===== config.mk =====
export PLATFORM = sky130hd
export DESIGN_NAME = multicycle_main_fsm
export DESIGN_NICKNAME = d
export VERILOG_FILES = /design/src/rtl/riscv_ctrl_pkg.sv /design/src/rtl/imm_src_decoder.sv /design/src/rtl/multicycle_main_fsm.sv
export SDC_FILE = /design/constraint.sdc
export NUM_CORES = 1
export LEC_CHECK = 0
export ABC_AREA = 0
export BUFFER_PORTS_ARGS = -buffer_cell sky130_fd_sc_hd__buf_2
export CAP_MARGIN = 10
export CORE_AREA = 2 2 43 45
export CTS_CLUSTER_SIZE = 8
export DETAILED_ROUTE_END_ITERATION = 8
export DIE_AREA = 0 0 45 47
export PLACE_DENSITY = 0.79
export SKIP_CTS_REPAIR_TIMING = 1
export SLEW_MARGIN = 20
export SYNTH_ARGS = -nofsm -noshare
export SYNTH_HDL_FRONTEND = slang
export SYNTH_SLANG_ARGS = --single-unit

===== constraint.sdc =====
create_clock -name clk -period 2 [get_ports clk]
set_input_delay 0 -clock clk [delete_from_list [all_inputs] [get_ports clk]]
set_output_delay 0 -clock clk [all_outputs]
set_load 0.005 [all_outputs]

===== src/rtl/riscv_ctrl_pkg.sv =====
// Shared control encodings for the RV32I multicycle controller and the
// single-cycle immediate decoder.
package riscv_ctrl_pkg;

    typedef enum logic [3:0] {
        S_FETCH    = 4'd0,
        S_DECODE   = 4'd1,
        S_MEMADR   = 4'd2,
        S_MEMREAD  = 4'd3,
        S_MEMWB    = 4'd4,
        S_MEMWRITE = 4'd5,
        S_EXECUTER = 4'd6,
        S_EXECUTEI = 4'd7,
        S_ALUWB    = 4'd8,
        S_BEQ      = 4'd9,
        S_JAL      = 4'd10,
        S_JALR     = 4'd11,
        S_JALR2    = 4'd12,
        S_LUI      = 4'd13,
        S_AUIPC    = 4'd14,
        S_TRAP     = 4'd15
    } state_t;

    localparam logic [6:0] OP_LW    = 7'b0000011;
    localparam logic [6:0] OP_SW    = 7'b0100011;
    localparam logic [6:0] OP_RTYPE = 7'b0110011;
    localparam logic [6:0] OP_ITYPE = 7'b0010011;
    localparam logic [6:0] OP_BEQ   = 7'b1100011;
    localparam logic [6:0] OP_JAL   = 7'b1101111;
    localparam logic [6:0] OP_JALR  = 7'b1100111;
    localparam logic [6:0] OP_LUI   = 7'b0110111;
    localparam logic [6:0] OP_AUIPC = 7'b0010111;

    localparam logic [1:0] SRCA_PC    = 2'b00;
    localparam logic [1:0] SRCA_OLDPC = 2'b01;
    localparam logic [1:0] SRCA_RD1   = 2'b10;
    localparam logic [1:0] SRCA_ZERO  = 2'b11;

    localparam logic [1:0] SRCB_RD2   = 2'b00;
    localparam logic [1:0] SRCB_IMM   = 2'b01;
    localparam logic [1:0] SRCB_FOUR  = 2'b10;

    localparam logic [1:0] RES_ALUOUT    = 2'b00;
    localparam logic [1:0] RES_DATA      = 2'b01;
    localparam logic [1:0] RES_ALURESULT = 2'b10;

    localparam logic [1:0] ALUOP_ADD   = 2'b00;
    localparam logic [1:0] ALUOP_SUB   = 2'b01;
    localparam logic [1:0] ALUOP_FUNCT = 2'b10;

    localparam logic [2:0] IMM_I = 3'b000;
    localparam logic [2:0] IMM_S = 3'b001;
    localparam logic [2:0] IMM_B = 3'b010;
    localparam logic [2:0] IMM_J = 3'b011;
    localparam logic [2:0] IMM_U = 3'b100;

endpackage


===== src/rtl/imm_src_decoder.sv =====
// Opcode to immediate-format select; also used by the single-cycle path.
module imm_src_decoder
    import riscv_ctrl_pkg::*;
(
    input  logic [6:0] i_op,
    output logic [2:0] o_imm_src
);

    // Pure opcode decode, independent of controller state
    always_comb begin
        o_imm_src = IMM_I;
        case (i_op)
            OP_SW:             o_imm_src = IMM_S;
            OP_BEQ:            o_imm_src = IMM_B;
            OP_JAL:            o_imm_src = IMM_J;
            OP_LUI, OP_AUIPC:  o_imm_src = IMM_U;
            default:           o_imm_src = IMM_I;
        endcase
    end

endmodule


===== src/rtl/multicycle_main_fsm.sv =====
// Multicycle RV32I main controller: sequences each instruction through
// fetch/decode/execute/memory/writeback and drives datapath selects/enables.
//
// state    | meaning
// FETCH    | read instruction, PC+4 (waits on memory)
// DECODE   | register read, OldPC+imm precomputed for branches
// MEMADR   | load/store address = rs1 + imm
// MEMREAD  | data read (waits on memory)
// MEMWB    | load data to register file
// MEMWRITE | data write (waits on memory)
// EXECUTER | register-register ALU op
// EXECUTEI | register-immediate ALU op
// ALUWB    | ALUOut to register file
// BEQ      | compare, conditional PC write
// JAL      | PC <- target, compute link
// JALR     | target = rs1 + imm
// JALR2    | PC <- target, compute link
// LUI      | 0 + U-immediate
// AUIPC    | OldPC + U-immediate
// TRAP     | illegal opcode, frozen until reset
module multicycle_main_fsm
    import riscv_ctrl_pkg::*;
#(
    parameter bit MEM_WAIT = 1'b1,
    parameter bit EN_JALR  = 1'b1,
    parameter bit EN_UPPER = 1'b1
) (
    input  logic       clk,
    input  logic       rst_n,
    input  logic [6:0] op,
    input  logic       mem_ready,
    output logic       mem_req,
    output logic       pc_update,
    output logic       branch,
    output logic       ir_write,
    output logic       reg_write,
    output logic       mem_write,
    output logic       adr_src,
    output logic [1:0] alu_src_a,
    output logic [1:0] alu_src_b,
    output logic [1:0] result_src,
    output logic [1:0] alu_op,
    output logic [2:0] imm_src,
    output logic       illegal_instr,
    output logic [3:0] state_o
);

    state_t r_state;
    state_t w_next;
    logic   r_illegal;
    logic   w_ready;
    logic   w_mem_req, w_pc_update, w_branch, w_ir_write, w_reg_write, w_mem_write;

    assign w_ready = MEM_WAIT ? mem_ready : 1'b1;

    // State register; reset aborts whatever instruction is in flight
    always_ff @(posedge clk or negedge rst_n) begin
        if (!rst_n) r_state <= S_FETCH;
        else        r_state <= w_next;
    end

    // Sticky trap flag, raised on the edge that enters TRAP
    always_ff @(posedge clk or negedge rst_n) begin
        if (!rst_n)                r_illegal <= 1'b0;
        else if (w_next == S_TRAP) r_illegal <= 1'b1;
    end

    // Next-state sequencing
    always_comb begin
        w_next = r_state;
        case (r_state)
            S_FETCH:    w_next = w_ready ? S_DECODE : S_FETCH;
            S_DECODE: begin
                case (op)
                    OP_LW, OP_SW: w_next = S_MEMADR;
                    OP_RTYPE:     w_next = S_EXECUTER;
                    OP_ITYPE:     w_next = S_EXECUTEI;
                    OP_BEQ:       w_next = S_BEQ;
                    OP_JAL:       w_next = S_JAL;
                    OP_JALR:      w_next = EN_JALR  ? S_JALR  : S_TRAP;
                    OP_LUI:       w_next = EN_UPPER ? S_LUI   : S_TRAP;
                    OP_AUIPC:     w_next = EN_UPPER ? S_AUIPC : S_TRAP;
                    default:      w_next = S_TRAP;
                endcase
            end
            S_MEMADR:   w_next = (op == OP_LW) ? S_MEMREAD : S_MEMWRITE;
            S_MEMREAD:  w_next = w_ready ? S_MEMWB : S_MEMREAD;
            S_MEMWB:    w_next = S_FETCH;
            S_MEMWRITE: w_next = w_ready ? S_FETCH : S_MEMWRITE;
            S_EXECUTER: w_next = S_ALUWB;
            S_EXECUTEI: w_next = S_ALUWB;
            S_ALUWB:    w_next = S_FETCH;
            S_BEQ:      w_next = S_FETCH;
            S_JAL:      w_next = S_ALUWB;
            S_JALR:     w_next = S_JALR2;
            S_JALR2:    w_next = S_ALUWB;
            S_LUI:      w_next = S_ALUWB;
            S_AUIPC:    w_next = S_ALUWB;
            S_TRAP:     w_next = S_TRAP;
            default:    w_next = S_FETCH;
        endcase
    end

    // Per-state datapath controls; unused selects stay 0
    always_comb begin
        w_mem_req   = 1'b0;
        w_pc_update = 1'b0;
        w_branch    = 1'b0;
        w_ir_write  = 1'b0;
        w_reg_write = 1'b0;
        w_mem_write = 1'b0;
        adr_src     = 1'b0;
        alu_src_a   = SRCA_PC;
        alu_src_b   = SRCB_RD2;
        result_src  = RES_ALUOUT;
        alu_op      = ALUOP_ADD;
        case (r_state)
            S_FETCH: begin
                w_mem_req   = 1'b1;
                w_ir_write  = w_ready;
                w_pc_update = w_ready;
                alu_src_b   = SRCB_FOUR;
                result_src  = RES_ALURESULT;
            end
            S_DECODE: begin
                alu_src_a = SRCA_OLDPC;
                alu_src_b = SRCB_IMM;
            end
            S_MEMADR, S_JALR: begin
                alu_src_a = SRCA_RD1;
                alu_src_b = SRCB_IMM;
            end
            S_MEMREAD: begin
                w_mem_req = 1'b1;
                adr_src   = 1'b1;
            end
            S_MEMWB: begin
                result_src  = RES_DATA;
                w_reg_write = 1'b1;
            end
            S_MEMWRITE: begin
                w_mem_req   = 1'b1;
                adr_src     = 1'b1;
                w_mem_write = w_ready;
            end
            S_EXECUTER: begin
                alu_src_a = SRCA_RD1;
                alu_op    = ALUOP_FUNCT;
            end
            S_EXECUTEI: begin
                alu_src_a = SRCA_RD1;
                alu_src_b = SRCB_IMM;
                alu_op    = ALUOP_FUNCT;
            end
            S_ALUWB:    w_reg_write = 1'b1;
            S_BEQ: begin
                alu_src_a = SRCA_RD1;
                alu_op    = ALUOP_SUB;
                w_branch  = 1'b1;
            end
            S_JAL, S_JALR2: begin
                alu_src_a   = SRCA_OLDPC;
                alu_src_b   = SRCB_FOUR;
                w_pc_update = 1'b1;
            end
            S_LUI: begin
                alu_src_a = SRCA_ZERO;
                alu_src_b = SRCB_IMM;
            end
            S_AUIPC: begin
                alu_src_a = SRCA_OLDPC;
                alu_src_b = SRCB_IMM;
            end
            default: ;
        endcase
    end

    // Enables are held off for the whole reset window, not just until the edge
    assign mem_req       = w_mem_req   & rst_n;
    assign pc_update     = w_pc_update & rst_n;
    assign branch        = w_branch    & rst_n;
    assign ir_write      = w_ir_write  & rst_n;
    assign reg_write     = w_reg_write & rst_n;
    assign mem_write     = w_mem_write & rst_n;
    assign illegal_instr = r_illegal;
    assign state_o       = r_state;

    imm_src_decoder u_imm_src_decoder (
        .i_op      (op),
        .o_imm_src (imm_src)
    );

endmodule


==> out/results.ini <==
[outcome]
outcome = completed

[grt]
grtUsageTotal_pct = 18.39
grt_pass1_wl_um = 2953
grt_pass1_vias = 691
grt_start_max_net_pins = 20
antenna_found_initial = 0
grt-ovfl-total = 0

[flow_run]
cap_viol_max_count = 0

[drt]
drc_errors = 0
viasPerCell = 5.924
wl_um = 1941
ant_nets = 0
via_count = 859
wl_per_cell_um = 13.39
first_pass_iters = 4
drt_iter0_drc = 26

[worst_setup_path]
r2r_slack_ps = 220
critical_path_class = flop to flop
worstPathRequired_ps = 2170
slowest_stage = dfrtp_1
cp_cell_sequence = nand2b_1 -> or3_2 -> nand4_2 -> a41o_1
crit_start = state_o[2]
reg2reg_from = state_o[2]
end_kind = flop
critPathMaxFanout = 16
cp_data_arrival_time_ps = 1960
r2r-end = illegal_instr
worst-path-buf-inv = 0
cpPeakStageDelay_ps = 680
rr_worst_depth = 4
critical_path.top_delay_family = simple AND/OR/NAND/NOR gates
startpoint_type = flop

[synth]
synth_top_area_cell = dfrtp_1
synth_area_per_cell_um2 = 7.520
syn_nets = 107
synth_async_sr_flop_share_pct = 100.0
syn_area_um2 = 729.5
ys_types = 42
synth_warnings = 0
synth.area.top_cells = dfrtp_1 17%, clkbuf_8 7.5%, nor3_1 6.2%
ys_seq_elements = 5
yosys-top-cells-count = 9 x nor3_1, 9 x o21ai_0, 8 x nand2_1, 6 x nand3_1
seq_area_frac_synth_pct = 17.15
synth_top_flop_cell = dfrtp_1
synth_top_area_share_pct = 17.15
synth_edf_count = 0
syn_inst = 97

[timing]
worst_clock_skew_ps = 0.8203
setup_ws_ps = 217.2
tightest_slew_ps = 573.1
min_period_over_period_pct = 89.14
slew_headroom_pct = 61.31
hold_viol = 0
setup_tns_ps = 0
setup_viol = 0
drv_slew = 0
whs_ps = 113.3
rsz0062_at_grt = false
period_minus_slack_ps = 1783
fmaxAchievable_mhz = 560.9

[floorplanning]
die_width_um = 45
core_mm2 = 0.001652
start_util_pct = 44.17
die_y_um = 47
row_count = 15
die_area_mm2 = 0.002115
boundaryPins = 33

[layout]
finalNetCount = 139
drive_gt1_share_pct = 36.72
diodes = 0
synthToLayoutAreaGrowth_pct = 20.58

[place]
hpwl_um = 1452
place_ws_ps = 261.4
place_congestion = 0.8683
port_buffers = 32

[cts]
htree_levels = 1
cts_root_buf = clkbuf_4
clkLatencyLatePin_ps = 240
clk_pin_slew_worst_paths_ps = 40
numCtsBuffers = 3
cts_sinks = 5
clockBufferDepth = 2
cts_tree = yes

[min_path]
hp-class = primary input to async pin

[power]
power_density_mw_per_mm2 = 1365
leakage_nw = 0.3959
ir_drop_mv = 0.4045

-- where the power goes --
part	total [W]	leakage [nW]	switching (W)	internal [W]
Combinational	0.000822	0.320	0.000458	0.000364
Sequential	0.000265	0.0614	0.000115	0.000150
Clock	0.000113	0.0150	0.0000380	0.0000752
Total	0.00120	0.396	0.000611	0.000590
-- metal layers --
metal	vias up	wire length, um	global-route usage (%)
met5	-	0	0
met4	0	34	5.294
met3	7	163	1.154
met2	49	948	33.14
met1	379	795	23.67
li1	424	-	-
-- cell usage in the layout (no fill, tap or decap), types with 2 or more instances in the layout --
cell      instances
a211oi_1          3
a21oi_1           4
a31oi_1           2
buf_2            32
buf_4             2
clkbuf_4          3
dfrtp_1           5
inv_1             3
nand2_1           8
nand2b_1          5
nand3_1           6
nor2_1            5
nor2b_1           2
nor3_1            9
o21ai_0           9
o21ai_1           2
xnor2_1           3
-- per-stage QoR --
stage          instance area (um2)  power [W]  utilization [%]  std cells
6_report                     879.6   0.001200            53.26        145
2_1_floorplan                729.5  0.0008555                -         97
3_5_place_dp                 843.3   0.001074            51.06        140
5_1_grt                      879.6   0.001313            53.26        145
4_1_cts                      869.6   0.001196            52.65        144
3_3_place_gp                 843.3   0.001052            51.06        140
-- registers in the layout (all words and copies together), names as in the netlist --
signal and count:
illegal_instr 1, state_o 4
-- final cells by class --
cell class | count | area, um2
clock buffers | 4 | 26.28
multi-input cells | 80 | 506.7
repair buffers | 35 | 185.2
inverters | 4 | 15.01
well taps | 17 | 21.27
flip-flops and latches | 5 | 125.1
fillers | 171 | 772.0
-- how the worst max path moves through the flow --
| stage | to | depth (start not counted) |
|---|---|---|
| floorplan | illegal_instr | 4 |
| global placement | illegal_instr | 4 |
| detailed placement | illegal_instr | 4 |
| CTS | illegal_instr | 4 |
| global route | illegal_instr | 4 |
| finish | illegal_instr | 4 |
-- cells by family after synthesis --
family,count (synthesis),synth area share (%)
AO/OA/AOI/OAI,29,27.10
buffers and inverters,12,13.38
XOR/XNOR,4,4.804
AND/OR/NAND/NOR,47,37.57
flip-flops,5,17.15
(Power assumes the default switching activity.)
